===== src/rtl/tick_gen_if.sv =====
// Control/status bundle between a sequencer (master) and tick_gen (slave).
interface tick_gen_if #(
   parameter int CNT_W = 14
);
   logic             en;
   logic             mode;
   logic             start;
   logic             stop;
   logic [CNT_W-1:0] div_in;
   logic             div_load;
   logic [CNT_W-1:0] div_cur;
   logic [CNT_W-1:0] cnt;
   logic             pre_tick;
   logic             tick;
   logic             sq;
   logic             busy;

   modport master (
      output en, mode, start, stop, div_in, div_load,
      input  div_cur, cnt, pre_tick, tick, sq, busy
   );

   modport slave (
      input  en, mode, start, stop, div_in, div_load,
      output div_cur, cnt, pre_tick, tick, sq, busy
   );
endinterface


===== src/rtl/tick_gen.sv =====
// Two-stage tick generator: fixed prescaler feeding a programmable main divider,
// with periodic/one-shot modes, freeze, stop and a shadowed divisor.
//
// state | meaning
// IDLE  | counters cleared, divisor follows the shadow register directly
// RUN   | prescaler and main counter advance while en is high
module tick_gen #(
   parameter int PRE_W   = 14,
   parameter int PRE_DIV = 10000,
   parameter int CNT_W   = 14,
   parameter int DIV_RST = 10000
) (
   input logic       clk,
   input logic       rst,
   tick_gen_if.slave bus
);
   typedef enum logic {IDLE = 1'b0, RUN = 1'b1} state_t;

   localparam logic [PRE_W:0]   PRE_LAST = (PRE_W+1)'(PRE_DIV - 1);
   localparam logic [PRE_W-1:0] PRE_ONE  = 1;
   localparam logic [CNT_W-1:0] CNT_ONE  = 1;
   localparam logic [CNT_W:0]   WIDE_ONE = 1;
   localparam logic [CNT_W-1:0] DIV_INIT = CNT_W'(DIV_RST);

   state_t           state, state_nx;
   logic             mode_q, mode_nx;
   logic [PRE_W-1:0] pre_cnt, pre_cnt_nx;
   logic [CNT_W-1:0] cnt, cnt_nx;
   logic [CNT_W-1:0] div_cur, div_nx;
   logic [CNT_W-1:0] shadow, shadow_nx;
   logic             tick, tick_nx;
   logic             sq, sq_nx;
   logic [CNT_W:0]   div_last;
   logic             pre_hit, cnt_hit, wrap;

   // Terminal compares are done one bit wider so D-1 never wraps around.
   always_comb begin
      div_last = {1'b0, div_cur} - WIDE_ONE;
      pre_hit  = (state == RUN) && bus.en && ({1'b0, pre_cnt} == PRE_LAST);
      cnt_hit  = ({1'b0, cnt} == div_last);
      wrap     = pre_hit && cnt_hit && !bus.stop;
   end

   always_comb begin
      state_nx   = state;
      mode_nx    = mode_q;
      pre_cnt_nx = pre_cnt;
      cnt_nx     = cnt;
      div_nx     = div_cur;
      sq_nx      = sq;
      tick_nx    = 1'b0;
      shadow_nx  = shadow;

      if (bus.div_load)
         shadow_nx = (bus.div_in == '0) ? CNT_ONE : bus.div_in;

      // Bypass: a load on the wrap edge itself is applied at that edge.
      if ((state == IDLE) || wrap)
         div_nx = shadow_nx;

      if (bus.stop) begin
         state_nx   = IDLE;
         pre_cnt_nx = '0;
         cnt_nx     = '0;
      end else if (bus.en) begin
         case (state)
            IDLE: begin
               if (!bus.mode || bus.start) begin
                  state_nx = RUN;
                  mode_nx  = bus.mode;
               end
            end
            RUN: begin
               if (pre_hit) begin
                  pre_cnt_nx = '0;
                  if (cnt_hit) begin
                     cnt_nx  = '0;
                     tick_nx = 1'b1;
                     sq_nx   = ~sq;
                     if (mode_q)
                        state_nx = IDLE;
                  end else begin
                     cnt_nx = cnt + CNT_ONE;
                  end
               end else begin
                  pre_cnt_nx = pre_cnt + PRE_ONE;
               end
            end
            default: state_nx = IDLE;
         endcase
      end
   end

   always_ff @(posedge clk or negedge rst) begin
      if (!rst) begin
         state   <= IDLE;
         mode_q  <= 1'b0;
         pre_cnt <= '0;
         cnt     <= '0;
         div_cur <= DIV_INIT;
         shadow  <= DIV_INIT;
         tick    <= 1'b0;
         sq      <= 1'b0;
      end else begin
         state   <= state_nx;
         mode_q  <= mode_nx;
         pre_cnt <= pre_cnt_nx;
         cnt     <= cnt_nx;
         div_cur <= div_nx;
         shadow  <= shadow_nx;
         tick    <= tick_nx;
         sq      <= sq_nx;
      end
   end

   assign bus.div_cur  = div_cur;
   assign bus.cnt      = cnt;
   assign bus.pre_tick = pre_hit;
   assign bus.tick     = tick;
   assign bus.sq       = sq;
   assign bus.busy     = (state == RUN);
endmodule


===== src/flat_wrapper.sv =====
// flat-port wrapper written by rule: the top's interface ports become plain ports
module tick_gen_flat 
#(
   parameter int PRE_W   = 14,
   parameter int PRE_DIV = 10000,
   parameter int CNT_W   = 14,
   parameter int DIV_RST = 10000
)
  (clk, rst, bus_en, bus_mode, bus_start, bus_stop, bus_div_in, bus_div_load, bus_div_cur, bus_cnt, bus_pre_tick, bus_tick, bus_sq, bus_busy);
  tick_gen_if #(.CNT_W(CNT_W)) bus_i ();
  input logic clk;
  input logic rst;
  input wire logic [$bits(bus_i.en)-1:0] bus_en;
  input wire logic [$bits(bus_i.mode)-1:0] bus_mode;
  input wire logic [$bits(bus_i.start)-1:0] bus_start;
  input wire logic [$bits(bus_i.stop)-1:0] bus_stop;
  input wire logic [$bits(bus_i.div_in)-1:0] bus_div_in;
  input wire logic [$bits(bus_i.div_load)-1:0] bus_div_load;
  output wire logic [$bits(bus_i.div_cur)-1:0] bus_div_cur;
  output wire logic [$bits(bus_i.cnt)-1:0] bus_cnt;
  output wire logic [$bits(bus_i.pre_tick)-1:0] bus_pre_tick;
  output wire logic [$bits(bus_i.tick)-1:0] bus_tick;
  output wire logic [$bits(bus_i.sq)-1:0] bus_sq;
  output wire logic [$bits(bus_i.busy)-1:0] bus_busy;
  assign bus_i.en = bus_en;
  assign bus_i.mode = bus_mode;
  assign bus_i.start = bus_start;
  assign bus_i.stop = bus_stop;
  assign bus_i.div_in = bus_div_in;
  assign bus_i.div_load = bus_div_load;
  assign bus_div_cur = bus_i.div_cur;
  assign bus_cnt = bus_i.cnt;
  assign bus_pre_tick = bus_i.pre_tick;
  assign bus_tick = bus_i.tick;
  assign bus_sq = bus_i.sq;
  assign bus_busy = bus_i.busy;
  tick_gen #(.PRE_W(PRE_W), .PRE_DIV(PRE_DIV), .CNT_W(CNT_W), .DIV_RST(DIV_RST)) u_core (.clk(clk), .rst(rst), .bus(bus_i));
endmodule

===== config.mk =====
export PLATFORM = sky130hd
export DESIGN_NAME = tick_gen_flat
export DESIGN_NICKNAME = d
export VERILOG_FILES = /design/src/rtl/tick_gen_if.sv /design/src/rtl/tick_gen.sv /design/src/flat_wrapper.sv
export SDC_FILE = /design/constraint.sdc
export NUM_CORES = 1
export LEC_CHECK = 0
export CAP_MARGIN = 20
export CORE_MARGIN = 5
export CORE_UTILIZATION = 48
export CTS_CLUSTER_DIAMETER = 150
export DETAILED_ROUTE_END_ITERATION = 7
export PLACE_DENSITY_LB_ADDON = 0.1
export SLEW_MARGIN = 20
export SYNTH_ARGS = -nofsm -noshare
export SYNTH_HDL_FRONTEND = slang
export SYNTH_SLANG_ARGS = --single-unit

===== constraint.sdc =====
create_clock -name clk -period 2.8 [get_ports clk]
set_input_delay 0.56 -clock clk [delete_from_list [all_inputs] [get_ports clk]]
set_output_delay 0.56 -clock clk [all_outputs]
set_load 0.01 [all_outputs]

# After elaboration in Yosys (flattened, before gate mapping)
# Index checks and enable logic that the tools add are counted.
[classes] eq_ne=2 shift=0 add_sub_neg=3 bitwise=3 n_div=0 magnitude_cmp=0 multipliers=0 n_mux=23 reduce_logical=16
[op_table] operator="14-bit 2-to-1 mux" n=11
[op_table] operator="14-bit by 1-bit adder with 14-bit output (second input constant)" n=2
[op_table] operator="14-bit by 15-bit == test with 1-bit output" n=1
[op_table] operator="14-bit by 1-bit subtractor with 15-bit output (second input constant)" n=1
[op_table] operator="14-bit == test (second input constant)" n=1
[op_table] operator="14-bit zero test" n=1
[op_table] operator="1-bit 2-to-1 mux" n=11
[op_table] operator="2-bit nonzero test" n=3
[op_table] operator="5-bit AND reduction" n=1
[op_table] operator="1-bit logical AND" n=4
[op_table] operator="4-bit AND reduction" n=1
[op_table] operator="1-bit NOT" n=3
[op_table] operator="3-bit AND reduction" n=1
[op_table] operator="1-bit zero test" n=2
[op_table] operator="1-bit logical OR" n=2
[op_table] operator="1-bit one-hot mux with 2 select lines" n=1
[op_table] operator="2-bit AND reduction" n=1
[word_totals] wordCells=55 latchBits=0 reg_bits=60 mem_bits_ro=0 input_bits=21 mem_bits_rw=0 out_inout_bits=32 n_memories=0

# Longest topological paths before layout
# Gate-level depths: netlist of the first run.
[depth] word_depth=7 ltp_mapped=10

# Worst setup path before layout of the first run
# Ideal clock, no wire load.
[synth_path] kind="reg2reg" startpoint="register u_core.div_cur[0] (netlist: u_core.bus.div_cur[0])" endpoint="register u_core.div_cur[11] (netlist: u_core.bus.div_cur[11])" stages_incl_launch_ff=11 period_less_slack_ns=2.856 t_arrival_ns=2.731 t_required_ns=2.675 slack_ns=-0.056 setup_time_ns=0.125 cell_sequence="dfrtp_1 -> inv_1 -> ha_1 -> or3b_2 -> nor4_1 -> o41ai_1 -> a221oi_2 -> nand4_1 -> o31a_4 -> buf_6 -> mux2_4"
[synth_between] elab_chain_len=5
[synth_lines] item="start: declaration" line="tick_gen.sv:29" text="logic [CNT_W-1:0] div_cur, div_nx;"
[synth_lines] item="start signal: assignment" line="tick_gen.sv:109" text="div_cur <= div_nx;"
[synth_lines] item="14-bit by 1-bit subtractor with 15-bit output" line="tick_gen.sv:38" text="div_last = {1'b0, div_cur} - WIDE_ONE;"
[synth_lines] item="14-bit by 15-bit == test with 1-bit output" line="tick_gen.sv:40" text="cnt_hit = ({1'b0, cnt} == div_last);"
[synth_lines] item="1-bit logical AND (2 in a row)" line="tick_gen.sv:41" text="wrap = pre_hit && cnt_hit && !bus.stop;"
[synth_lines] item="1-bit logical OR" line="tick_gen.sv:58" text="if ((state == IDLE) || wrap)"
# No other way between the ends.
# A chain may end at the register's enable or synchronous reset.

# Worst setup path in the final report of the first run
[layout_path] startpoint="register u_core.div_cur[1] (netlist: u_core.bus.div_cur[1])" endpoint="register u_core.div_cur[11] (netlist: u_core.bus.div_cur[11])"
# Same word-level chain as after synthesis.

==> reports/metrics.csv, run 1 <==
stage;metric;value;unit
synthesis;Synth Instances;300;
pwr;PnR Total Power;2.40;mW
finish;final core utilization;0.655;
cts;Hold Buf Count CTS;0;
cts;clock transition at the registers of the reported paths;70;ps
die;Die W;90.9;um
die;die area;8250;um^2
run;max-cap viol count;0;
place;DP Wirelength;4950;um
timing;Final Cycle Share;0.994;
die;Ports;53;
timing;Finish-stage setup viols;0;
synthesis;Post-Syn Nets;324;
timing;measured slew at the worst slew-check pin;624;ps
synthesis;cell taking the most area after synthesis;dfrtp_1;
routing;vias per cell;5.52;
routing;DR iter-0 viols;171;
cts;htree depth;3;
global_route;GRT overflow;0;
place;Final GP Congestion;0.852;
pwr;maximum vdd ir drop;0.000409;V
synthesis;Seq cells post-synth;60;
timing;max-slew violation count;0;
synthesis;synth unique cells;41;
critical_path;worst setup path category;reg2reg;
routing;Final ANT Viol Nets;0;
critical_path;Critical Path RT;3020;ps
global_route;GRT Total Usage;0.179;
finish;layout cell share with drive strength beyond 1;0.220;
timing;fmax;0.359;GHz
die;Starting Density;0.494;
finish;Area Overhead vs Synth;32.5;%
global_route;maximum number of pins on one net before global-route repair;61;
timing;final setup skew;9.92;ps
critical_path;crit end category;flop;
pwr;power per cell area;578;nW/um^2
timing;Fin. Hold Viols;0;
outcome;status;complete, no violations;
synthesis;sequential share of the synthesized area;0.482;
synthesis;asr flop ratio synth;1.00;
critical_path;setup slack, reg-to-reg;20;ps
routing;total number of vias;2483;
hold_path;Hold Crit Class;in2async;
cts;Longest Clk Path Bufs;2;
timing;post-layout min period;2780;ps
synthesis;Mapped Area;3140;um^2
critical_path;worst-path fanout max;7;
finish;Final nets;392;
cts;CTS sink count;60;
synthesis;Area contributors post-synth;dfrtp_1 (40%), dfstp_2 (8.4%), xnor2_1 (6.4%), mux2_2 (6.1%), mux2_4 (4.8%);
die;Core Region;6350;um^2
cts;Root Buffer;clkbuf_8;
global_route;first-pass GRT wire length;12100;um
global_route;vias in the first global route;2408;
timing;unrepaired setup endpoints after global routing;yes;
place;buffers added on ports;52;
synthesis;total number of yosys warnings;0;
global_route;antenna violations before repair;0;
routing;Pre-antenna DRT Iters;4;
die;Site Rows;29;
synthesis;commonest cells in the netlist;dfrtp_1 (50), nor2_1 (33), nand2_1 (23), xnor2_1 (23);
synthesis;most common cell in the netlist;dfrtp_1;
routing;Post-Route WL;7220;um
cts;clk_lat worst skew;330;ps
place;setup slack at placement;46.2;ps
synthesis;Synth Area per Inst;10.5;um^2
timing;final setup margin;15.9;ps
cts;CTS buffer count;9;
finish;# diodes;0;
critical_path;FF-to-FF path depth;8;
synthesis;top-area cell type share of the netlist area;0.399;
routing;Wirelength per Cell;16.0;um
timing;worst rel slew slack;0.582;
critical_path;Reg2Reg Launch Point;u_core.bus.div_cur[1]$_DFFE_PN0P_;
timing;Setup TNS;0;ps
critical_path;crit path DAT;3010;ps
routing;DRC Markers;0;
cts;CTS tree;done;
die;die height;90.9;um
critical_path;CP startpoint kind;flop;
synthesis;number of synthesized flops with an enable pin;0;
timing;WHS;222;ps
critical_path;reg2reg end;u_core.bus.div_cur[11]$_DFFE_PN0P_;
synthesis;ys flop type;dfrtp_1;
pwr;Pleak;1.69;nW
==> through the flow <==
| step | std cells | cell area, um^2 |
|---|---|---|
| floorplan | 300 | 3140 |
| global placement | 430 | 3810 |
| finish | 450 | 4160 |
| global route | 450 | 4160 |
| detailed placement | 430 | 3810 |
| CTS | 446 | 4060 |
==> routing by layer <==
metal,track usage,routed length (um),up-vias
li1,-,-,1202
met1,0.274,3620,1208
met2,0.245,3170,66
met3,0.0375,359,7
met4,0.0672,80,0
met5,0,0,-
==> logic make-up after synthesis <==
kind of cell	count (synthesis)	synth area share
AND/OR/NAND/NOR	119	0.191
flip-flops	60	0.482
XOR/XNOR	40	0.112
AO/OA/AOI/OAI	33	0.0698
multiplexers	27	0.109
buffers and inverters	18	0.0243
adder cells (fa/ha/maj)	3	0.0120
==> registers in the layout (all words and copies together) (netlist names) <==
signal	flops
u_core.bus.tick	1
u_core.bus.busy	1
u_core.bus.sq	1
u_core.pre_cnt	14
u_core.shadow	14
u_core.bus.cnt	14
u_core.mode_q	1
u_core.bus.div_cur	14
==> cell usage in the layout (no fill, tap or decap), types with 9 or more instances in the layout <==
| cell | synthesis | final |
|---|---|---|
| dfrtp_1 | 50 | 49 |
| clkbuf_8 | 0 | 11 |
| clkdlybuf4s50_1 | 0 | 51 |
| mux2_4 | 10 | 10 |
| xnor2_1 | 23 | 23 |
| nor3_1 | 10 | 9 |
| nand2_1 | 23 | 23 |
| dfstp_2 | 10 | 10 |
| xor2_1 | 17 | 17 |
| nand4_1 | 10 | 10 |
| mux2_2 | 17 | 17 |
| a21oi_1 | 13 | 13 |
| buf_4 | 0 | 15 |
| nand3_1 | 10 | 10 |
| nor2_1 | 33 | 33 |
==> how the worst max path moves through the flow <==
stage	slack (ps)	from	cells past startpoint	end
CTS	30	u_core.bus.div_cur[0]$_DFFE_PN0P_	9	u_core.bus.div_cur[11]$_DFFE_PN0P_
finish	20	u_core.bus.div_cur[1]$_DFFE_PN0P_	8	u_core.bus.div_cur[11]$_DFFE_PN0P_
global placement	120	u_core.bus.div_cur[0]$_DFFE_PN0P_	9	u_core.bus.div_cur[7]$_DFFE_PN0P_
detailed placement	50	u_core.bus.div_cur[0]$_DFFE_PN0P_	9	u_core.bus.div_cur[5]$_DFFE_PN0P_
floorplan	50	u_core.bus.div_cur[5]$_DFFE_PN0P_	8	u_core.bus.div_cur[11]$_DFFE_PN0P_
global route	-80	u_core.bus.div_cur[1]$_DFFE_PN0P_	8	u_core.bus.div_cur[7]$_DFFE_PN0P_
==> layout make-up <==
cell class / instances / area, um^2
Inverter: 6 / 22.5
Clock buffer: 12 / 155
Fill cell: 496 / 2190
Tap cell: 77 / 96.3
Multi-Input combinational cell: 223 / 1620
Clock inverter: 4 / 95.1
Timing Repair Buffer: 68 / 648
Sequential cell: 60 / 1520
==> power breakdown <==
group | internal [mW] | total, mW | switching (mW) | leakage, nW
Clock | 0.639 | 0.977 | 0.338 | 0.127
Sequential | 0.939 | 0.995 | 0.0565 | 0.756
Combinational | 0.236 | 0.428 | 0.192 | 0.806
==> worst max-delay path, stage by stage (launching register included) <==
cell	delay (ps)
dfrtp_1	410
inv_1	100
ha_4	160
or3b_4	420
a2111o_1	320
a221oi_2	260
nand4_1	220
o31a_4	460
mux2_4	310
==> timing repair <==
action                                  4_1_cts  5_1_grt
endpoints found under the setup margin        0       15
buffers inserted                              0        3
resized for setup                             0       10
(Power assumes the default switching activity.)
==> run 2, diff against run 1 <==
clock period = 2.3 ns   (was 2.8 ns; I/O delays follow)
==> run 2 against run 1 <==
Effect of this change:
- total power is 11% higher
- clock skew fell by 1.4 ps
- global-route usage increased by 2.0 points
- count of clock-buffer cells in the layout unchanged
- the run now ends with setup timing left
- critical path depth shrank 1
- critical path type unchanged
- hold slack got worse by 150 ps
- cell count grew 8.2%
- non-clock buffer count up 37
==> reports/metrics.csv, run 2 (synthesis gave the netlist of run 1 again) <==
stage;metric;value;unit;change
outcome;failing checks;setup timing;;
routing;total number of vias;2698;;+8.7%
critical_path;Crit-path slowest cell;or4_4;;
routing;Post-Route WL;8150;um;+13%
cts;htree depth;3;;unchanged
critical_path;CP startpoint kind;flop;;
finish;final instance area;4490;um^2;+8.0%
timing;unrepaired setup endpoints after global routing;yes;;
cts;CTS sink count;60;;unchanged
cts;clk_lat worst skew;340;ps;about the same
cts;CTS tree;done;;
place;Placed Area;4060;um^2;+6.5%
routing;DR iter-0 viols;132;;-23%
critical_path;CP peak stage delay;580;ps;+120 ps
timing;max-slew violation count;0;;unchanged
pwr;maximum vdd ir drop;0.000405;V;-1.0%
timing;WHS;73.4;ps;-148 ps
cts;Longest Clk Path Bufs;2;;unchanged
critical_path;worst-path fanout max;7;;unchanged
timing;final setup skew;8.53;ps;-1.38 ps
timing;measured slew at the worst slew-check pin;602;ps;-22.9 ps
critical_path;crit end category;flop;;
timing;post-layout min period;2780;ps;-4.45 ps
global_route;antenna violations before repair;0;;unchanged
finish;Final nets;429;;+9.4%
finish;Final Non-Filler Cells;487;;+8.2%
finish;layout cell share with drive strength beyond 1;0.344;;+0.124
finish;commonest non-fill, non-tap cell in the layout;clkdlybuf4s50_1;;
place;buffers added on ports;52;;unchanged
global_route;GRT Total Usage;0.199;;+0.0198
die;Die W;90.9;um;unchanged
routing;vias per cell;5.54;;+0.40%
pwr;power per cell area;596;nW/um^2;+3.2%
die;Core Region;6350;um^2;unchanged
critical_path;Critical Path, Cell by Cell;or4_4, nor4_2, xnor2_1, nor3_1, nand4_1, o31a_4, mux2_4;;
critical_path;setup slack, reg-to-reg;-480;ps;-500 ps
critical_path;crit path DAT;3000;ps;about the same
timing;fmax;0.360;GHz;+0.16%
outcome;status;finished, violations left;;
die;die area;8250;um^2;unchanged
routing;Pre-antenna DRT Iters;4;;unchanged
timing;Fin. Hold Viols;0;;unchanged
die;Starting Density;0.494;;unchanged
timing;final setup margin;-480;ps;-496 ps
finish;final core utilization;0.707;;+0.0522
cts;CTS buffer count;9;;unchanged
place;DP Wirelength;5570;um;+12%
routing;Final ANT Viol Nets;0;;unchanged
timing;worst rel slew slack;0.595;;+0.0129
finish;# diodes;0;;unchanged
finish;Area Overhead vs Synth;43.0;%;
global_route;GRT overflow;0;;unchanged
hold_path;Hold Crit Class;in2async;;
routing;Wirelength per Cell;16.7;um;+4.3%
global_route;maximum number of pins on one net before global-route repair;29;;-52%
routing;DRC Markers;0;;unchanged
run;max-cap viol count;0;;unchanged
timing;Final Cycle Share;1.21;;+0.214
global_route;vias in the first global route;2745;;+14%
critical_path;worst setup path category;reg2reg;;
finish;most frequent cells in the layout;clkdlybuf4s50_1 (50), dfrtp_1 (48), buf_4 (45), nor2_1 (29), xnor2_1 (23);;
place;setup slack at placement;-386;ps;-432 ps
timing;Finish-stage setup viols;31;;+31
pwr;PnR Total Power;2.68;mW;+11%
critical_path;Critical Path RT;2520;ps;-500 ps
cts;clock transition at the registers of the reported paths;70;ps;about the same
die;Ports;53;;unchanged
place;Cells after DPL;463;;+7.7%
place;Final GP Congestion;0.880;;+3.4%
die;Site Rows;29;;unchanged
global_route;first-pass GRT wire length;13300;um;+10%
timing;Setup TNS;-12530;ps;-12,530 ps
die;die height;90.9;um;unchanged
cts;Root Buffer;clkbuf_8;;
pwr;Pleak;1.86;nW;+10%
==> run 2: cell count changes in the layout (fill, tap and decap cells not counted), moves of 4 or more <==
cell,change
a21oi_1,-4
a21oi_2,+4
buf_4,+30
buf_6,+6
nor2_1,-4
==> run 2: cell type report <==
cell class / instances / area, um^2
clock buffer: 12 / 155
sequential: 60 / 1520
timing repair buffer: 105 / 955
clock inverter: 4 / 23.8
fill: 513 / 1860
multi-input combinational: 223 / 1720
tap: 77 / 96.3
inverter: 6 / 22.5
==> run 2: timing repair <==
item,CTS,global route
setup buffers,6,2
pin swaps,19,5
gates resized for setup,36,11
endpoints found under the setup margin,31,31
gates cloned,1,0
hold buffers,0,0
==> run 2: critical path: cells and delay by family (launching register included) <==
family / cells / cell delay [ps]
XOR/XNOR: 1 / 110
flip-flops: 1 / 440
multiplexers: 1 / 310
AO/OA/AOI/OAI: 1 / 420
AND/OR/NAND/NOR: 4 / 1380
==> run 2: report_power, final <==
| group | switching (mW) | internal [mW] |
|---|---|---|
| clock network | 0.416 | 0.446 |
| logic | 0.283 | 0.340 |
| registers | 0.0467 | 1.14 |
| total | 0.747 | 1.93 |
==> run 2: worst paths after layout <==
path	from	cells past startpoint	endpoint
max	u_core.bus.div_cur[0]$_DFFE_PN0P_	7	u_core.bus.div_cur[12]$_DFFE_PN0P_
min	rst	1	u_core.shadow[1]$_DFF_PN0_
max reg2reg	u_core.bus.div_cur[0]$_DFFE_PN0P_	7	u_core.bus.div_cur[12]$_DFFE_PN0P_
min reg2reg	u_core.bus.sq$_DFFE_PN0P_	1	u_core.bus.sq$_DFFE_PN0P_
max in group asynchronous	rst	2	u_core.bus.div_cur[0]$_DFFE_PN0P_
min in group clk	u_core.bus.sq$_DFFE_PN0P_	1	u_core.bus.sq$_DFFE_PN0P_
==> run 2: per-layer routing <==
| layer | vias up | part of all wire | track usage |
|---|---|---|---|
| met4 | 0 | 0.025 | 0.0905 |
| met3 | 22 | 0.057 | 0.0433 |
| li1 | 1272 | - | - |
| met2 | 96 | 0.45 | 0.292 |
| met1 | 1308 | 0.47 | 0.279 |
| met5 | - | 0 | 0 |
